### config.mk
export PLATFORM = sky130hd
export DESIGN_NAME = seg_scan_driver
export DESIGN_NICKNAME = d
export VERILOG_FILES = /design/src/rtl/seg_scan_driver.sv
export SDC_FILE = /design/constraint.sdc
export NUM_CORES = 1
export LEC_CHECK = 0
export BUFFER_PORTS_ARGS = -buffer_cell sky130_fd_sc_hd__buf_2
export CORE_ASPECT_RATIO = 1.75
export CORE_MARGIN = 4
export CORE_UTILIZATION = 53
export DETAILED_ROUTE_END_ITERATION = 7
export GPL_TIMING_DRIVEN = 1
export PLACE_DENSITY = 0.83
export SLEW_MARGIN = 10
export SYNTH_ARGS = -nofsm -noshare
export SYNTH_HDL_FRONTEND = slang
export SYNTH_SLANG_ARGS = --single-unit
### constraint.sdc
create_clock -name clk -period 4.53 [get_ports clk]
set_input_delay 0.453 -clock clk [delete_from_list [all_inputs] [get_ports clk]]
set_output_delay 0.453 -clock clk [all_outputs]
set_load 0.005 [all_outputs]
### src/rtl/seg_scan_driver.sv
// Time-multiplexed seven-segment scanner. Each digit slot opens with a short dark
// interval; new data is staged and swapped into the display only at frame boundaries.
module seg_scan_driver #(
  parameter int DIGITS       = 6,
  parameter int PRESCALE     = 1000,
  parameter int BLANK_CYCLES = 16
) (
  input  logic                  clk,
  input  logic                  reset,
  input  logic [4*DIGITS-1:0]   digits_in,
  input  logic [DIGITS-1:0]     dp_in,
  input  logic                  load,
  input  logic                  lzb_en,
  output logic [6:0]            seg_out,
  output logic                  dp_out,
  output logic [DIGITS-1:0]     dig_sel,
  output logic                  load_ack,
  output logic                  frame_done
);

  localparam int CW = (PRESCALE > 1) ? $clog2(PRESCALE) : 1;
  localparam int IW = (DIGITS > 1) ? $clog2(DIGITS) : 1;
  localparam logic [CW-1:0] CNT_LAST = CW'(PRESCALE - 1);
  localparam logic [CW-1:0] CNT_SHOW = CW'(BLANK_CYCLES);
  localparam logic [IW-1:0] IDX_LAST = IW'(DIGITS - 1);

  typedef enum logic {ST_BLANK, ST_SHOW} state_t;
  state_t state;

  logic [CW-1:0]       cnt, cnt_nxt;
  logic [IW-1:0]       idx, idx_nxt;
  logic [4*DIGITS-1:0] disp_dig, disp_dig_nxt, pend_dig;
  logic [DIGITS-1:0]   disp_dp, disp_dp_nxt, pend_dp;
  logic                pend_flag;
  logic                slot_end, frame_end, show_nxt, blank_nxt, zero_run;
  logic [3:0]          nib_nxt;
  logic [DIGITS-1:0]   lead_zero;

  function automatic logic [6:0] hex_to_seg(input logic [3:0] nib);
    case (nib)
      4'h0: hex_to_seg = 7'h3F;
      4'h1: hex_to_seg = 7'h06;
      4'h2: hex_to_seg = 7'h5B;
      4'h3: hex_to_seg = 7'h4F;
      4'h4: hex_to_seg = 7'h66;
      4'h5: hex_to_seg = 7'h6D;
      4'h6: hex_to_seg = 7'h7D;
      4'h7: hex_to_seg = 7'h07;
      4'h8: hex_to_seg = 7'h7F;
      4'h9: hex_to_seg = 7'h6F;
      4'hA: hex_to_seg = 7'h77;
      4'hB: hex_to_seg = 7'h7C;
      4'hC: hex_to_seg = 7'h39;
      4'hD: hex_to_seg = 7'h5E;
      4'hE: hex_to_seg = 7'h79;
      default: hex_to_seg = 7'h71;
    endcase
  endfunction

  // Everything the output flops need is computed for the *next* cycle, so the
  // registered outputs line up exactly with the cnt/idx value they describe.
  always_comb begin
    // NOTE: every signal gets a default first so no path leaves it unassigned (no latch).
    slot_end     = (cnt == CNT_LAST);
    frame_end    = slot_end && (idx == IDX_LAST);
    cnt_nxt      = slot_end ? '0 : cnt + 1'b1;
    idx_nxt      = idx;
    if (slot_end) idx_nxt = (idx == IDX_LAST) ? '0 : idx + 1'b1;

    disp_dig_nxt = disp_dig;
    disp_dp_nxt  = disp_dp;
    if (frame_end && load) begin
      disp_dig_nxt = digits_in;
      disp_dp_nxt  = dp_in;
    end else if (frame_end && pend_flag) begin
      disp_dig_nxt = pend_dig;
      disp_dp_nxt  = pend_dp;
    end

    show_nxt = (state == ST_BLANK) ? (cnt_nxt == CNT_SHOW) : !slot_end;

    nib_nxt = '0;
    for (int i = 0; i < DIGITS; i++)
      if (idx_nxt == IW'(i)) nib_nxt = disp_dig_nxt[4*i +: 4];

    // lead_zero[i]: digit i and every digit above it are zero.
    zero_run  = 1'b1;
    lead_zero = '0;
    for (int i = DIGITS - 1; i >= 0; i--) begin
      zero_run     = zero_run && (disp_dig_nxt[4*i +: 4] == 4'd0);
      lead_zero[i] = zero_run;
    end
    blank_nxt = lzb_en && (idx_nxt != '0) && lead_zero[idx_nxt];
  end

  // A load landing on the boundary commits straight away, so the ack must see it.
  assign load_ack = frame_done && (pend_flag || load);

  always_ff @(posedge clk or posedge reset) begin
    if (reset) begin
      // NOTE: display/pending are a handful of flops whose reset contents are visible, so they are reset like any other state.
      state      <= ST_BLANK;
      cnt        <= '0;
      idx        <= '0;
      disp_dig   <= '0;
      disp_dp    <= '0;
      pend_dig   <= '0;
      pend_dp    <= '0;
      pend_flag  <= 1'b0;
      seg_out    <= '0;
      dp_out     <= 1'b0;
      dig_sel    <= '0;
      frame_done <= 1'b0;
    end else begin
      // NOTE: sequential state uses non-blocking assignments so all flops update from pre-edge values.
      cnt      <= cnt_nxt;
      idx      <= idx_nxt;
      disp_dig <= disp_dig_nxt;
      disp_dp  <= disp_dp_nxt;

      if (load && !frame_end) begin
        pend_dig  <= digits_in;
        pend_dp   <= dp_in;
        pend_flag <= 1'b1;
      end else if (frame_end) begin
        pend_flag <= 1'b0;
      end

      state <= show_nxt ? ST_SHOW : ST_BLANK;
      if (show_nxt) begin
        dig_sel <= DIGITS'(1) << idx_nxt;
        seg_out <= blank_nxt ? 7'h00 : hex_to_seg(nib_nxt);
        dp_out  <= disp_dp_nxt[idx_nxt];
      end else begin
        dig_sel <= '0;
        seg_out <= '0;
        dp_out  <= 1'b0;
      end

      frame_done <= (cnt_nxt == CNT_LAST) && (idx_nxt == IDX_LAST);
    end
  end

endmodule
# == Yosys cells after proc, flatten, opt, wreduce, memory -nomap -nowiden ==
# Memories as Yosys holds them, arrays and structs flattened.
# Cells that the tools add are included.
# word_totals
reg_bits,90
rom_bits,112
input_bits,34
output_inout_bits,16
mem_count,1
# op_classes
n_addsub,2
magnitude_cmp,1
n_eq_ne,9
shift,1
mux,25
reduce_logical,25
# mem_list
memory,words,width,rd,rd_clocked_by_memory_dff,wr,line,text
(no name shown),16,7,1,0,0,40,case (nib)
# op_table
operator,count
24-bit 2-to-1 mux,2
4-bit logical NOT,6
4-bit 2-to-1 mux,6
10-bit equality test (second input constant),2
6-bit 2-to-1 mux,3
7-bit 2-to-1 mux,2
1-bit logical AND,13
10-bit by 1-bit adder with 10-bit output (second input constant),1
10-bit by 5-bit equality test with 1-bit output (second input constant),1
10-bit 2-to-1 mux,1
3-bit equality test (second input constant),3
1-bit 2-to-1 mux,7
1-bit binary-select mux with 3-bit select,2
3-bit by 2-bit equality test with 1-bit output (second input constant),2
3-bit 2-to-1 mux,2
1-bit by 3-bit << shifter with 6-bit output (first input constant),1
3-bit by 4-bit less-than comparator with 1-bit output (second input constant),1
3-bit by 1-bit adder with 3-bit output (second input constant),1
3-bit by 1-bit equality test with 1-bit output (second input constant),1
3-bit logical NOT,1
3-bit nonzero test,1
1-bit logical NOT,2
2-bit nonzero test,1
1-bit logical OR,1

# == Depth between registers and ports, before layout ==
# Gate-level depths: netlist (run 1).
# depth
word_depth,16
mapped_depth,16
mapped_depth_nobuf,14

# == Least setup slack after synthesis (run 1) ==
# OpenSTA, ideal clock, no wires.
# synth_timing
kind,reg2reg
from,register cnt[0]
to,register seg_out[6]
arrival_ps,3274
required_ps,4426
setup_slack_ps,1152
stages_incl_launch_ff,14
path_buffers,1
cell_sequence,dfrtp_1 ha_1 nand2_1 or4_4 buf_6 mux2i_1 a21oi_1 nor3_1 nor3_1 a221oi_2 inv_1 ha_1 mux2_1 a221oi_1
# synth_lines
item,line,text
from (decl),30,"logic [CW-1:0] cnt, cnt_nxt;"
from (signal assigned),116,cnt <= cnt_nxt;
10-bit equality test (*),64,slot_end = (cnt == CNT_LAST);
1-bit logical AND (*),65,frame_end = slot_end && (idx == IDX_LAST);
1-bit logical AND,75,end else if (frame_end && pend_flag) begin
24-bit 2-to-1 mux,75,
24-bit 2-to-1 mux (*),72,if (frame_end && load) begin
net disp_dig_nxt[13],32,"logic [4*DIGITS-1:0] disp_dig, disp_dig_nxt, pend_dig;"
4-bit logical NOT,90,zero_run = zero_run && (disp_dig_nxt[4*i +: 4] == 4'd0);
1-bit logical AND (4 in series),90,
1-bit binary-select mux with 3-bit select,93,blank_nxt = lzb_en && (idx_nxt != '0) && lead_zero[idx_nxt];
1-bit 2-to-1 mux (not written as such),93,
1-bit logical AND,93,
7-bit 2-to-1 mux (*),132,seg_out <= blank_nxt ? 7'h00 : hex_to_seg(nib_nxt);
7-bit 2-to-1 mux (*),130,if (show_nxt) begin
to (signal assigned),132,
to (decl),14,"output logic [6:0] seg_out,"
# Mark *: on every way through the listed nets, which the timed path passes. The rest lies on a longest branch. The select of a mux whose other input is x is not followed.
# A chain may end at the register's enable or synchronous reset.

# == Worst setup path after layout (run 1) ==
# layout_timing
from,register cnt[0]
to,register seg_out[6]
# layout_between
elab_chain_len,16
# layout_lines
item,line
branches (longest 15 deep; another with memory 16 x 7 bit),-
7-bit 2-to-1 mux (*),130
# Mark *: on every way between the ends. The select of a mux whose other input is x is not followed.

==> metrics.csv, run 1 <==
stage,metric,value,unit
floorplan,Die W,80.80,um
setup_path,critical path class,flip-flop to flip-flop,
global_routing,vias in the first global route,4477,
detailed_routing,amount of wire on met3 after detailed routing,714,um
synthesis,Main synth FF type,dfrtp_1,
setup_path,kind of end point of the critical path,flip-flop,
worst_hold_path,Hold/Removal Path Class,primary input to asynchronous set/reset pin,
sta,relative max-transition margin,11.18,%
synthesis,Post-synth EDFFs,0,
final_layout,Finished Core Util,61.82,%
sta,TNS Setup,0,ns
synthesis,share of synthesized flip-flops with an asynchronous set or reset,100.0,%
synthesis,distinct cell type count after synthesis,78,
synthesis,synthesized area,4916,um2
sta,final hold violations,0,
clock_network,number of buffers inserted during clock tree synthesis,9,
setup_path,endpoint of the lowest-slack register-to-register path,seg_out[6],
pwr,leakage power of the design,0.002507,uW
flow_run,MaxCap Viol Count,0,
final_layout,antenna diode instance count,0,
placed_design,number of buffers added on ports,49,
final_layout,area of all sequential standard cells,2252,um2
sta,setup repair after global routing missed its margin,false,
global_routing,initial antenna violation count,0,
clock_network,clock sinks,90,
sta,setup violation total in the final timing report,0,
final_layout,fillcell total,761,
floorplan,starting density of the core,54.40,%
sta,Hold Slack,0.2260,ns
synthesis,mean instance size in the synthesized netlist,10.39,um2
sta,crit share post-route,92.71,%
detailed_routing,total length of routed wires,14260,um
detailed_routing,highest signal layer in the routed design,met4,
placed_design,detailed-placement wirelength estimate,10450,um
setup_path,launch instance of the worst register-to-register path,cnt[0],
setup_path,worst endpoint required time,4.77,ns
sta,Final Worst Setup Slack,0.3301,ns
detailed_routing,post-route antenna net violation count,0,
synthesis,count of mapped cells out of synthesis,473,
clock_network,post-CTS setup buffer count,0,
floorplan,Boundary Pins,50,
setup_path,Worst Reg2Reg Path Length in Cells,11,
detailed_routing,vias per inst,6.407,
clock_network,CTS tree,done,
clock_network,clock root cell,clkbuf_16,
sta,achievable frequency,0.2381,GHz
final_layout,synthesis-to-layout area growth,13.64,%
global_routing,pin count of the biggest net entering global routing,48,
clock_network,hold buffer count at CTS,0,
global_routing,first-pass GRT wire length,23200,um
pwr,power density normalized to cell area,305.6,nW/um2
sta,final max-slew violation count,0,
clock_network,maximum count of clock buffers along a single path,2,
setup_path,Reg2Reg Setup Slack,0.33,ns
floorplan,vertical die dimension,135.4,um
pwr,worst IR drop on VDD,0.1927,mV
synthesis,Yosys warning total,0,
final_layout,combined area of the multi-input logic cells,2451,um2
outcome,run status,completed,
detailed_routing,via count,4139,
final_layout,final net count,563,
detailed_routing,met2 wire length,7553,um
detailed_routing,Post-Route M1 WL,4912,um
setup_path,type of element launching the critical path,flip-flop,
placed_design,setup slack at placement,0.4430,ns
clock_network,source-to-sink clock delay at the later pin of the worst-skew pair,0.35,ns
sta,minimum clock period,4.200,ns
sta,slew of the pin with the lowest slew margin,1.326,ns
floorplan,num rows,46,
clock_network,post-cts gate resize count,0,
global_routing,all-layer global routing usage,28.13,%
synthesis,number of flip-flops and latches in the synthesized netlist,90,
detailed_routing,residual DRC count,0,
pwr,total power after layout,1707,uW
sta,final worst clock skew,0.008696,ns
detailed_routing,iteration-0 DRC count of the detailed router,421,
placed_design,last weighted congestion value of the routability-driven placer,0.9864,
clock_network,maximum level of the CTS H-tree,3,
floorplan,floorplan die area,10940,um2
detailed_routing,number of detailed-routing iterations run before antenna repair,6,
clock_network,clock slew seen by the registers of the worst setup and hold paths,0.07,ns
final_layout,proportion of layout cells with a drive suffix above 1,26.62,%
global_routing,sum of overflow across all layers after global routing,0,
detailed_routing,average wire length per cell after detail routing,22.08,um
setup_path,worst endpoint data arrival time,4.44,ns
floorplan,Core Area,9036,um2
synthesis,Post-Syn Nets,515,
setup_path,CP max FO,11,
synthesis,share of synthesized area occupied by flip-flops and latches,45.81,%
==> worst max path at each step <==
stage	from	slack [ns]	to
final	cnt[0]	0.33	seg_out[6]
after global placement	cnt[4]	0.64	seg_out[6]
after CTS	cnt[4]	0.45	seg_out[6]
after global routing	cnt[0]	0.13	seg_out[6]
after detailed placement	cnt[4]	0.44	seg_out[6]
after floorplan	cnt[0]	1.15	seg_out[6]
==> critical path, cell delays in order (launching register included) <==
cell and delay (ns):
dfrtp_1 0.44, ha_1 0.28, and2_1 0.22, a31oi_1 1.00, a22oi_1 0.38, inv_1 0.23, nor3_1 0.09, a221oi_2 0.45
inv_1 0.17, ha_1 0.26, mux2_1 0.32, a221oi_1 0.27
==> per-layer routing <==
layer / track usage [%] / vias up
met2: 49.91 / 189
met3: 4.993 / 78
met4: 19.36 / 0
met1: 29.06 / 2040
met5: 0 / -
li1: - / 1832
==> registers in the layout (all words and copies together), names as in the netlist <==
register and count:
disp_dig 24, state 1, pend_dig 24, frame_done 1
dp_out 1, seg_out 7, disp_dp 6, pend_dp 6
pend_flag 1, idx 3, cnt 10, dig_sel 6
==> kinds of logic after synthesis <==
family	share of synthesized area, %
fa+ha+maj	2.036
buf+inv	4.530
simple gates	16.16
compound gates	18.53
mux	11.35
xor+xnor	1.578
flops	45.81
==> power by group <==
part	switching [uW]	internal, uW	leakage (uW)	total (uW)
logic	52.5	44.6	0.00132	97.1
clock network	327	431	0.000146	759
registers	18.3	833	0.00104	851
total	398	1310	0.00251	1710
==> through the flow <==
stage | instances | instance area [um2]
6_report | 646 | 5587
5_1_grt | 646 | 5587
4_1_cts | 646 | 5587
3_5_place_dp | 630 | 5284
3_3_place_gp | 630 | 5284
2_1_floorplan | 473 | 4916
==> area by class of cell <==
cell class / count / area share, %
clock buffers: 9 / 4.031
clock inverters: 7 / 1.389
inverters: 23 / 1.568
multi-input cells: 335 / 43.87
flip-flops and latches: 90 / 40.31
well taps: 120 / 2.688
repair buffers: 62 / 6.137
==> cell usage after synthesis (all sizes together), types with 4 or more instances <==
cell / instances / area [um2]
a211oi: 8 / 70.06
a21oi: 33 / 168.9
a221oi: 6 / 58.80
a22oi: 4 / 43.79
a31oi: 10 / 77.57
and2: 5 / 31.28
buf: 9 / 76.32
clkbuf: 16 / 60.06
dfrtp: 90 / 2252
ha: 8 / 100.1
inv: 23 / 86.33
mux2: 35 / 397.9
mux2i: 16 / 160.2
nand2: 29 / 111.4
nand2b: 4 / 25.02
nand3: 10 / 55.05
nand3b: 4 / 42.54
nor2: 56 / 210.2
nor3: 13 / 75.07
nor4: 11 / 111.4
o211ai: 6 / 45.04
o21ai: 12 / 60.05
o221ai: 4 / 41.29
o22ai: 6 / 37.54
xnor2: 5 / 51.30
==> cell usage in the layout, fill, tap and decap left out, types with 11 or more instances in the layout <==
| cell | Yosys | layout |
|---|---|---|
| nor2_1 | 56 | 56 |
| dfrtp_1 | 90 | 90 |
| buf_4 | 0 | 13 |
| a21oi_1 | 32 | 32 |
| nor3_1 | 11 | 11 |
| inv_1 | 23 | 22 |
| nand2_1 | 28 | 28 |
| mux2_2 | 33 | 33 |
| mux2i_1 | 16 | 16 |
| buf_2 | 4 | 49 |
Note: power is estimated with default switching activity, not from simulation.
==> run 2: changes to the inputs <==
--- a/config.mk
+++ b/config.mk
@@ -5,6 +5,7 @@
 export SDC_FILE = /design/constraint.sdc
 export NUM_CORES = 1
 export LEC_CHECK = 0
+export ABC_AREA = 1
 export BUFFER_PORTS_ARGS = -buffer_cell sky130_fd_sc_hd__buf_2
 export CORE_ASPECT_RATIO = 1.75
 export CORE_MARGIN = 4
@@ -12,7 +13,6 @@
 export DETAILED_ROUTE_END_ITERATION = 7
 export GPL_TIMING_DRIVEN = 1
 export PLACE_DENSITY = 0.83
-export SLEW_MARGIN = 10
 export SYNTH_ARGS = -nofsm -noshare
 export SYNTH_HDL_FRONTEND = slang
 export SYNTH_SLANG_ARGS = --single-unit
==> run 2 against run 1 <==
  * Register-to-register slack better by 0.95 ns
  * Global-route usage down 4.6 points
  * First-iteration DRC count down 5.5%
  * Wire length down 18%
  * Clock skew down 0.0013 ns
  * Clock power down 11%
  * Via count up 2.5%
  * Sequential power down 0.7%
  * Critical path type unchanged
  * Largest power group unchanged
==> metrics.csv, run 2 <==
stage,metric,value,unit,change
detailed_routing,average wire length per cell after detail routing,14.95,um,was 22.08 um
final_layout,"most common cell after layout, fill and taps aside",nand2_1,,was dfrtp_1
synthesis,list of most frequent post-synthesis cells,"152 x nand2_1, 90 x dfrtp_1, 83 x inv_1, 71 x nor2_1, 57 x nand3_1",,"was 90 x dfrtp_1, 56 x nor2_1, 33 x mux2_2, 32 x a21oi_1, 28 x nand2_1"
floorplan,floorplan die area,10640,um2,was 10940 um2
placed_design,detailed-placement wirelength estimate,8968,um,was 10450 um
clock_network,clock sinks,90,,unchanged
synthesis,Main synth FF type,dfrtp_1,,unchanged
sta,slew of the pin with the lowest slew margin,0.8029,ns,was 1.326 ns
clock_network,clock root cell,clkbuf_16,,unchanged
synthesis,Synth top area share,47.21,%,was 45.81%
placed_design,setup slack at placement,1.332,ns,was 0.4430 ns
synthesis,count of mapped cells out of synthesis,613,,was 473
synthesis,share of synthesized area occupied by flip-flops and latches,47.21,%,was 45.81%
placed_design,last weighted congestion value of the routability-driven placer,0.8833,,was 0.9864
sta,achievable frequency,0.3080,GHz,was 0.2381 GHz
synthesis,most repeated cell in the gate-level netlist after synthesis,nand2_1,,was dfrtp_1
synthesis,distinct cell type count after synthesis,39,,was 78
clock_network,CTS tree,done,,unchanged
pwr,sequential share of power,52.6,%,was 49.9%
worst_hold_path,Hold/Removal Path Class,primary input to asynchronous set/reset pin,,unchanged
detailed_routing,total length of routed wires,11690,um,was 14260 um
clock_network,maximum level of the CTS H-tree,3,,unchanged
pwr,clock power share,42.0,%,was 44.4%
setup_path,worst endpoint required time,4.80,ns,was 4.77 ns
floorplan,Die W,79.72,um,was 80.80 um
setup_path,Worst Reg2Reg Path Length in Cells,19,,was 11
clock_network,hold buffer count at CTS,0,,unchanged
floorplan,Boundary Pins,50,,unchanged
setup_path,critical path class,flip-flop to flip-flop,,unchanged
detailed_routing,via count,4241,,was 4139
setup_path,worst endpoint data arrival time,3.51,ns,was 4.44 ns
setup_path,endpoint of the lowest-slack register-to-register path,seg_out[0],,was seg_out[6]
synthesis,post-synth top area cell,dfrtp_1,,unchanged
final_layout,synthesis-to-layout area growth,12.77,%,was 13.64%
pwr,total internal power,1242,uW,was 1309 uW
synthesis,Post-Syn Nets,655,,was 515
sta,final worst clock skew,0.007436,ns,was 0.008696 ns
global_routing,all-layer global routing usage,23.57,%,was 28.13%
floorplan,starting density of the core,54.67,%,was 54.40%
synthesis,share of synthesized flip-flops with an asynchronous set or reset,100.0,%,unchanged
sta,setup repair after global routing missed its margin,false,,unchanged
detailed_routing,iteration-0 DRC count of the detailed router,398,,was 421
final_layout,antenna diode instance count,0,,unchanged
synthesis,Yosys warning total,0,,unchanged
setup_path,Reg2Reg Setup Slack,1.28,ns,was 0.33 ns
floorplan,num rows,45,,was 46
sta,Final Worst Setup Slack,1.283,ns,was 0.3301 ns
pwr,leakage power of the design,0.002800,uW,was 0.002507 uW
global_routing,vias in the first global route,4205,,was 4477
sta,TNS Setup,0,ns,unchanged
sta,relative max-transition margin,46.41,%,was 11.18%
pwr,fraction of power spent switching nets,22.60,%,was 23.33%
final_layout,most used cells in the layout excluding fill and tap cells,"152 x nand2_1, 90 x dfrtp_1, 82 x inv_1",,"was 90 x dfrtp_1, 56 x nor2_1, 49 x buf_2"
detailed_routing,number of detailed-routing iterations run before antenna repair,6,,unchanged
detailed_routing,residual DRC count,0,,unchanged
global_routing,sum of overflow across all layers after global routing,0,,unchanged
clock_network,maximum count of clock buffers along a single path,2,,unchanged
synthesis,mean instance size in the synthesized netlist,7.783,um2,was 10.39 um2
floorplan,vertical die dimension,133.5,um,was 135.4 um
sta,final hold violations,0,,unchanged
final_layout,total non-filler cell area in the finished layout,5380,um2,was 5587 um2
sta,minimum clock period,3.247,ns,was 4.200 ns
global_routing,initial antenna violation count,0,,unchanged
setup_path,kind of end point of the critical path,flip-flop,,unchanged
placed_design,number of buffers added on ports,49,,unchanged
clock_network,post-cts gate resize count,0,,unchanged
setup_path,launch instance of the worst register-to-register path,idx[2],,was cnt[0]
pwr,power density normalized to cell area,298.2,nW/um2,was 305.6 nW/um2
sta,crit share post-route,71.67,%,was 92.71%
setup_path,type of element launching the critical path,flip-flop,,unchanged
outcome,run status,completed,,unchanged
sta,final max-slew violation count,0,,unchanged
floorplan,Core Area,8727,um2,was 9036 um2
detailed_routing,vias per inst,5.423,,was 6.407
final_layout,proportion of layout cells with a drive suffix above 1,16.69,%,was 26.62%
clock_network,clock slew seen by the registers of the worst setup and hold paths,0.06,ns,was 0.07 ns
synthesis,number of flip-flops and latches in the synthesized netlist,90,,unchanged
pwr,worst IR drop on VDD,0.2273,mV,was 0.1927 mV
flow_run,MaxCap Viol Count,0,,unchanged
placed_design,DP Area,5120,um2,was 5284 um2
final_layout,fillcell total,769,,was 761
clock_network,source-to-sink clock delay at the later pin of the worst-skew pair,0.34,ns,was 0.35 ns
final_layout,Finished Core Util,61.65,%,was 61.82%
clock_network,number of buffers inserted during clock tree synthesis,9,,unchanged
detailed_routing,post-route antenna net violation count,0,,unchanged
synthesis,leading cell types by total area after synthesis,"dfrtp_1 47%, nand2_1 12%, inv_1 6.5%",,"was dfrtp_1 46%, mux2_2 7.6%, nor2_1 4.3%"
sta,setup violation total in the final timing report,0,,unchanged
final_layout,final net count,704,,was 563
setup_path,CP max FO,18,,was 11
synthesis,Post-synth EDFFs,0,,unchanged
setup_path,origin of the worst setup path,idx[2],,was cnt[0]
pwr,Psw,362.6,uW,was 398.3 uW
final_layout,registers with the most flip-flops,"disp_dig x24, pend_dig x24, cnt x10",,unchanged
global_routing,pin count of the biggest net entering global routing,47,,was 48
clock_network,post-CTS setup buffer count,0,,unchanged
synthesis,synthesized area,4771,um2,was 4916 um2
global_routing,first-pass GRT wire length,19520,um,was 23200 um
pwr,combinational share of power,5.4,%,was 5.7%
-- run 2: power groups by stage --
stage,clock [uW],sequential (uW),combinational [uW]
3_5_place_dp,0,859,87.1
4_1_cts,681,844,87.4
3_3_place_gp,0,858,83.9
6_report,674,845,86.2
5_1_grt,719,846,99.5
2_1_floorplan,0,854,54.2
-- run 2: logic make-up after synthesis --
logic type | count (synthesis) | synth area share, %
compound gates | 62 | 7.212
buf+inv | 111 | 9.284
simple gates | 330 | 31.47
fa+ha+maj | 8 | 2.098
xor+xnor | 1 | 0.1836
mux | 11 | 2.544
flops | 90 | 47.21
-- run 2: per-layer routing --
layer	global-route usage [%]	vias up	wire length (um)
met2	40.93	168	6411
li1	-	2043	-
met4	13.19	0	492
met3	3.451	39	563
met5	0	-	0
met1	27.12	1991	4226
-- run 2: area by class of cell --
class,instances,area (um2),share of cell area (%)
flip-flops and latches,90,2252,41.86
multi-input cells,412,2076,38.58
well taps,117,146.4,2.721
repair buffers,55,290.3,5.395
inverters,94,355.3,6.605
clock buffers,11,242.7,4.512
clock inverters,3,17.52,0.3256
-- run 2: worst max-delay path: stages (launching register included) --
cell	delay [ns]
dfrtp_1	0.42
inv_2	0.10
nor3_4	0.53
inv_2	0.16
nor2_4	0.17
nand2_4	0.15
nand3_1	0.13
nand2_1	0.09
nand2_1	0.06
nand2_1	0.05
nor2_1	0.10
nand3_1	0.11
nor2_2	0.29
inv_1	0.12
ha_1	0.24
inv_1	0.08
nand4_1	0.12
nand2_1	0.10
a21oi_1	0.05
nor2_1	0.10
-- run 2: how the worst max path moves through the flow --
stage,to,slack [ns],cells past startpoint
5_1_grt,seg_out[3],0.89,21
2_1_floorplan,cnt[0],1.74,1
6_report,seg_out[0],1.28,19
4_1_cts,seg_out[0],1.30,17
3_5_place_dp,seg_out[0],1.33,21
3_3_place_gp,seg_out[3],1.42,21
-- run 2: through the flow --
stage	total power, uW	std cells	hold WS, ns
6_report	1605	782	0.2295
5_1_grt	1665	782	0.3020
4_1_cts	1613	782	0.2517
3_5_place_dp	945.7	768	0.4854
3_3_place_gp	941.4	768	0.4729
2_1_floorplan	908.1	613	0.4422
==> run 3: changes to the inputs <==
--- a/config.mk
+++ b/config.mk
@@ -5,7 +5,7 @@
 export SDC_FILE = /design/constraint.sdc
 export NUM_CORES = 1
 export LEC_CHECK = 0
-export ABC_AREA = 1
+export ABC_AREA = 0
 export BUFFER_PORTS_ARGS = -buffer_cell sky130_fd_sc_hd__buf_2
 export CORE_ASPECT_RATIO = 1.75
 export CORE_MARGIN = 4
==> constraint.sdc (replaced) <==
create_clock -name clk -period 3 [get_ports clk]
set_input_delay 0.3 -clock clk [delete_from_list [all_inputs] [get_ports clk]]
set_output_delay 0.3 -clock clk [all_outputs]
set_load 0.005 [all_outputs]
==> run 3 against run 2 <==
  * The run now ends with setup timing left
  * Cell count fell by 6.4%
  * Setup slack got worse by 1.4 ns
  * Critical path depth fell by 7
  * Die area rose by 2.8%
  * Global-route usage rose by 6.2 points
  * Maximum frequency rose by 5.7%
  * Wire length rose by 34%
  * First-iteration DRC count fell by 29%
  * Critical endpoint is now seg_out[4]
  * Largest power group unchanged
  * Highest routed layer unchanged
==> metrics.csv, run 3 (synthesis gave the netlist of run 1 again) <==
stage,metric,value,unit,change
outcome,run status,"finished, violations left",,was completed
outcome,violated checks,setup timing,,
global_routing,first-pass GRT wire length,24120,um,was 19520 um
floorplan,Boundary Pins,50,,unchanged
floorplan,vertical die dimension,135.4,um,was 133.5 um
sta,crit share post-route,102.4,%,was 71.67%
clock_network,clock root cell,clkbuf_16,,unchanged
clock_network,clock sinks,90,,unchanged
setup_path,critical path class,flip-flop to flip-flop,,unchanged
setup_path,CP max FO,8,,was 18
placed_design,number of buffers added on ports,49,,unchanged
detailed_routing,iteration-0 DRC count of the detailed router,282,,was 398
floorplan,starting density of the core,54.40,%,was 54.67%
global_routing,all-layer global routing usage,29.75,%,was 23.57%
floorplan,floorplan die area,10940,um2,was 10640 um2
pwr,worst IR drop on VDD,0.3928,mV,was 0.2273 mV
sta,Final Worst Setup Slack,-0.07107,ns,was 1.283 ns
final_layout,fillcell total,651,,was 769
sta,relative max-transition margin,46.96,%,was 46.41%
pwr,leakage power of the design,0.003011,uW,was 0.002800 uW
sta,slew of the pin with the lowest slew margin,0.7947,ns,was 0.8029 ns
final_layout,"most common cell after layout, fill and taps aside",dfrtp_1,,was nand2_1
global_routing,vias in the first global route,4722,,was 4205
final_layout,most used cells in the layout excluding fill and tap cells,"90 x dfrtp_1, 88 x buf_4, 53 x nor2_1",,"was 152 x nand2_1, 90 x dfrtp_1, 82 x inv_1"
final_layout,antenna diode instance count,0,,unchanged
sta,final max-slew violation count,0,,unchanged
clock_network,CTS tree,done,,unchanged
floorplan,Die W,80.80,um,was 79.72 um
clock_network,hold buffer count at CTS,0,,unchanged
flow_run,MaxCap Viol Count,0,,unchanged
sta,final hold violations,0,,unchanged
sta,setup repair after global routing missed its margin,true,,was false
clock_network,clock slew seen by the registers of the worst setup and hold paths,0.06,ns,about the same
setup_path,kind of end point of the critical path,flip-flop,,unchanged
sta,minimum clock period,3.071,ns,was 3.247 ns
detailed_routing,number of detailed-routing iterations run before antenna repair,5,,was 6
pwr,power density normalized to cell area,396.1,nW/um2,was 298.2 nW/um2
final_layout,registers with the most flip-flops,"disp_dig x24, pend_dig x24, cnt x10",,unchanged
detailed_routing,post-route antenna net violation count,0,,unchanged
sta,setup violation total in the final timing report,5,,was 0
sta,final worst clock skew,0.006670,ns,was 0.007436 ns
final_layout,proportion of layout cells with a drive suffix above 1,41.99,%,was 16.69%
detailed_routing,residual DRC count,0,,unchanged
detailed_routing,via count,4504,,was 4241
global_routing,pin count of the biggest net entering global routing,47,,unchanged
clock_network,source-to-sink clock delay at the later pin of the worst-skew pair,0.34,ns,about the same
detailed_routing,vias per inst,6.153,,was 5.423
placed_design,detailed-placement wirelength estimate,11460,um,was 8968 um
global_routing,sum of overflow across all layers after global routing,0,,unchanged
sta,Hold Slack,0.07684,ns,was 0.2295 ns
placed_design,last weighted congestion value of the routability-driven placer,0.9619,,was 0.8833
setup_path,worst endpoint data arrival time,3.33,ns,was 3.51 ns
floorplan,Core Area,9036,um2,was 8727 um2
final_layout,synthesis-to-layout area growth,32.91,%,was 12.77%
clock_network,number of buffers inserted during clock tree synthesis,9,,unchanged
setup_path,worst endpoint required time,3.25,ns,was 4.80 ns
worst_hold_path,Hold/Removal Path Class,primary input to asynchronous set/reset pin,,unchanged
sta,achievable frequency,0.3256,GHz,was 0.3080 GHz
detailed_routing,average wire length per cell after detail routing,21.33,um,was 14.95 um
floorplan,num rows,46,,was 45
detailed_routing,total length of routed wires,15620,um,was 11690 um
clock_network,maximum level of the CTS H-tree,3,,unchanged
global_routing,initial antenna violation count,0,,unchanged
setup_path,type of element launching the critical path,flip-flop,,unchanged
final_layout,final net count,650,,was 704
final_layout,Finished Core Util,72.31,%,was 61.65%
final_layout,area of all sequential standard cells,2252,um2,unchanged
final_layout,combined area of the multi-input logic cells,2671,um2,was 2076 um2
clock_network,maximum count of clock buffers along a single path,2,,unchanged
==> run 3: cell types whose count changed in the layout (fill, tap and decap cells not counted), sizes merged, moves of 9 or more <==
cell | previous run | this run
mux2i | 2 | 16
nand2 | 160 | 30
nor2 | 77 | 56
inv | 91 | 22
buf | 55 | 148
mux2 | 9 | 35
nand4 | 19 | 2
nor4 | 2 | 11
nand3 | 60 | 10
==> run 3: report_power, final <==
part           internal, uW  switching (uW)  total [uW]
clock network           686             462        1150
registers              1260            27.0        1290
logic                  72.3            81.8         154
==> run 3: stage by stage <==
step / setup WS (ns) / setup TNS, ns / power (uW) / instance area [um2] / cells
2_1_floorplan: -0.1546 / -0.1656 / 1389 / 4966 / 473
3_3_place_gp: -0.09156 / -0.4229 / 1448 / 5917 / 704
3_5_place_dp: -0.2079 / -0.9786 / 1458 / 5917 / 704
4_1_cts: -0.009207 / -0.009207 / 2594 / 6377 / 728
5_1_grt: -0.2014 / -1.214 / 2656 / 6534 / 732
6_report: -0.07107 / -0.3138 / 2588 / 6534 / 732
==> run 3: path summary, 6_finish.rpt <==
check,start,endpoint,slack [ns],cells past startpoint
min in group clk,digits_in[19],pend_dig[19],0.21,2
setup / recovery,cnt[3],seg_out[4],-0.07,12
hold / removal,reset,pend_dig[5],0.08,2
setup reg to reg,cnt[3],seg_out[4],-0.07,12
max in group asynchronous,reset,pend_dig[7],2.20,3
hold reg to reg,pend_dp[0],pend_dp[0],0.50,1
==> run 3: metal layers <==
layer,wire length [um],part of all wire (%),track usage [%]
met3,716,4.6,4.860
met5,0,0,0
met4,1199,7.7,21.71
met1,5476,35,31.85
met2,8224,53,51.28
==> run 3: critical path: stages, from the launching register on <==
cell,delay [ns]
dfrtp_1,0.38
nand4bb_1,0.21
buf_6,0.16
or4_4,0.52
o32a_1,0.32
o221a_4,0.15
a221oi_2,0.22
buf_4,0.16
o21ai_2,0.10
buf_4,0.16
buf_4,0.13
mux2_4,0.26
a211oi_2,0.22
==> run 3: final cells by class <==
| cell class | count | area share (%) |
|---|---|---|
| multi-input combinational | 336 | 40.88 |
| sequential | 90 | 34.47 |
| timing repair buffer | 148 | 16.35 |
| clock buffer | 11 | 3.868 |
| tap | 120 | 2.298 |
| inverter | 23 | 1.340 |
| clock inverter | 4 | 0.7851 |
==> run 3: repair_timing <==
action                                  4_1_cts  5_1_grt
pin swaps                                    11        4
cloned                                        1        0
setup buffers                                 8        4
gates resized for setup                      21       21
endpoints found under the setup margin        7        7
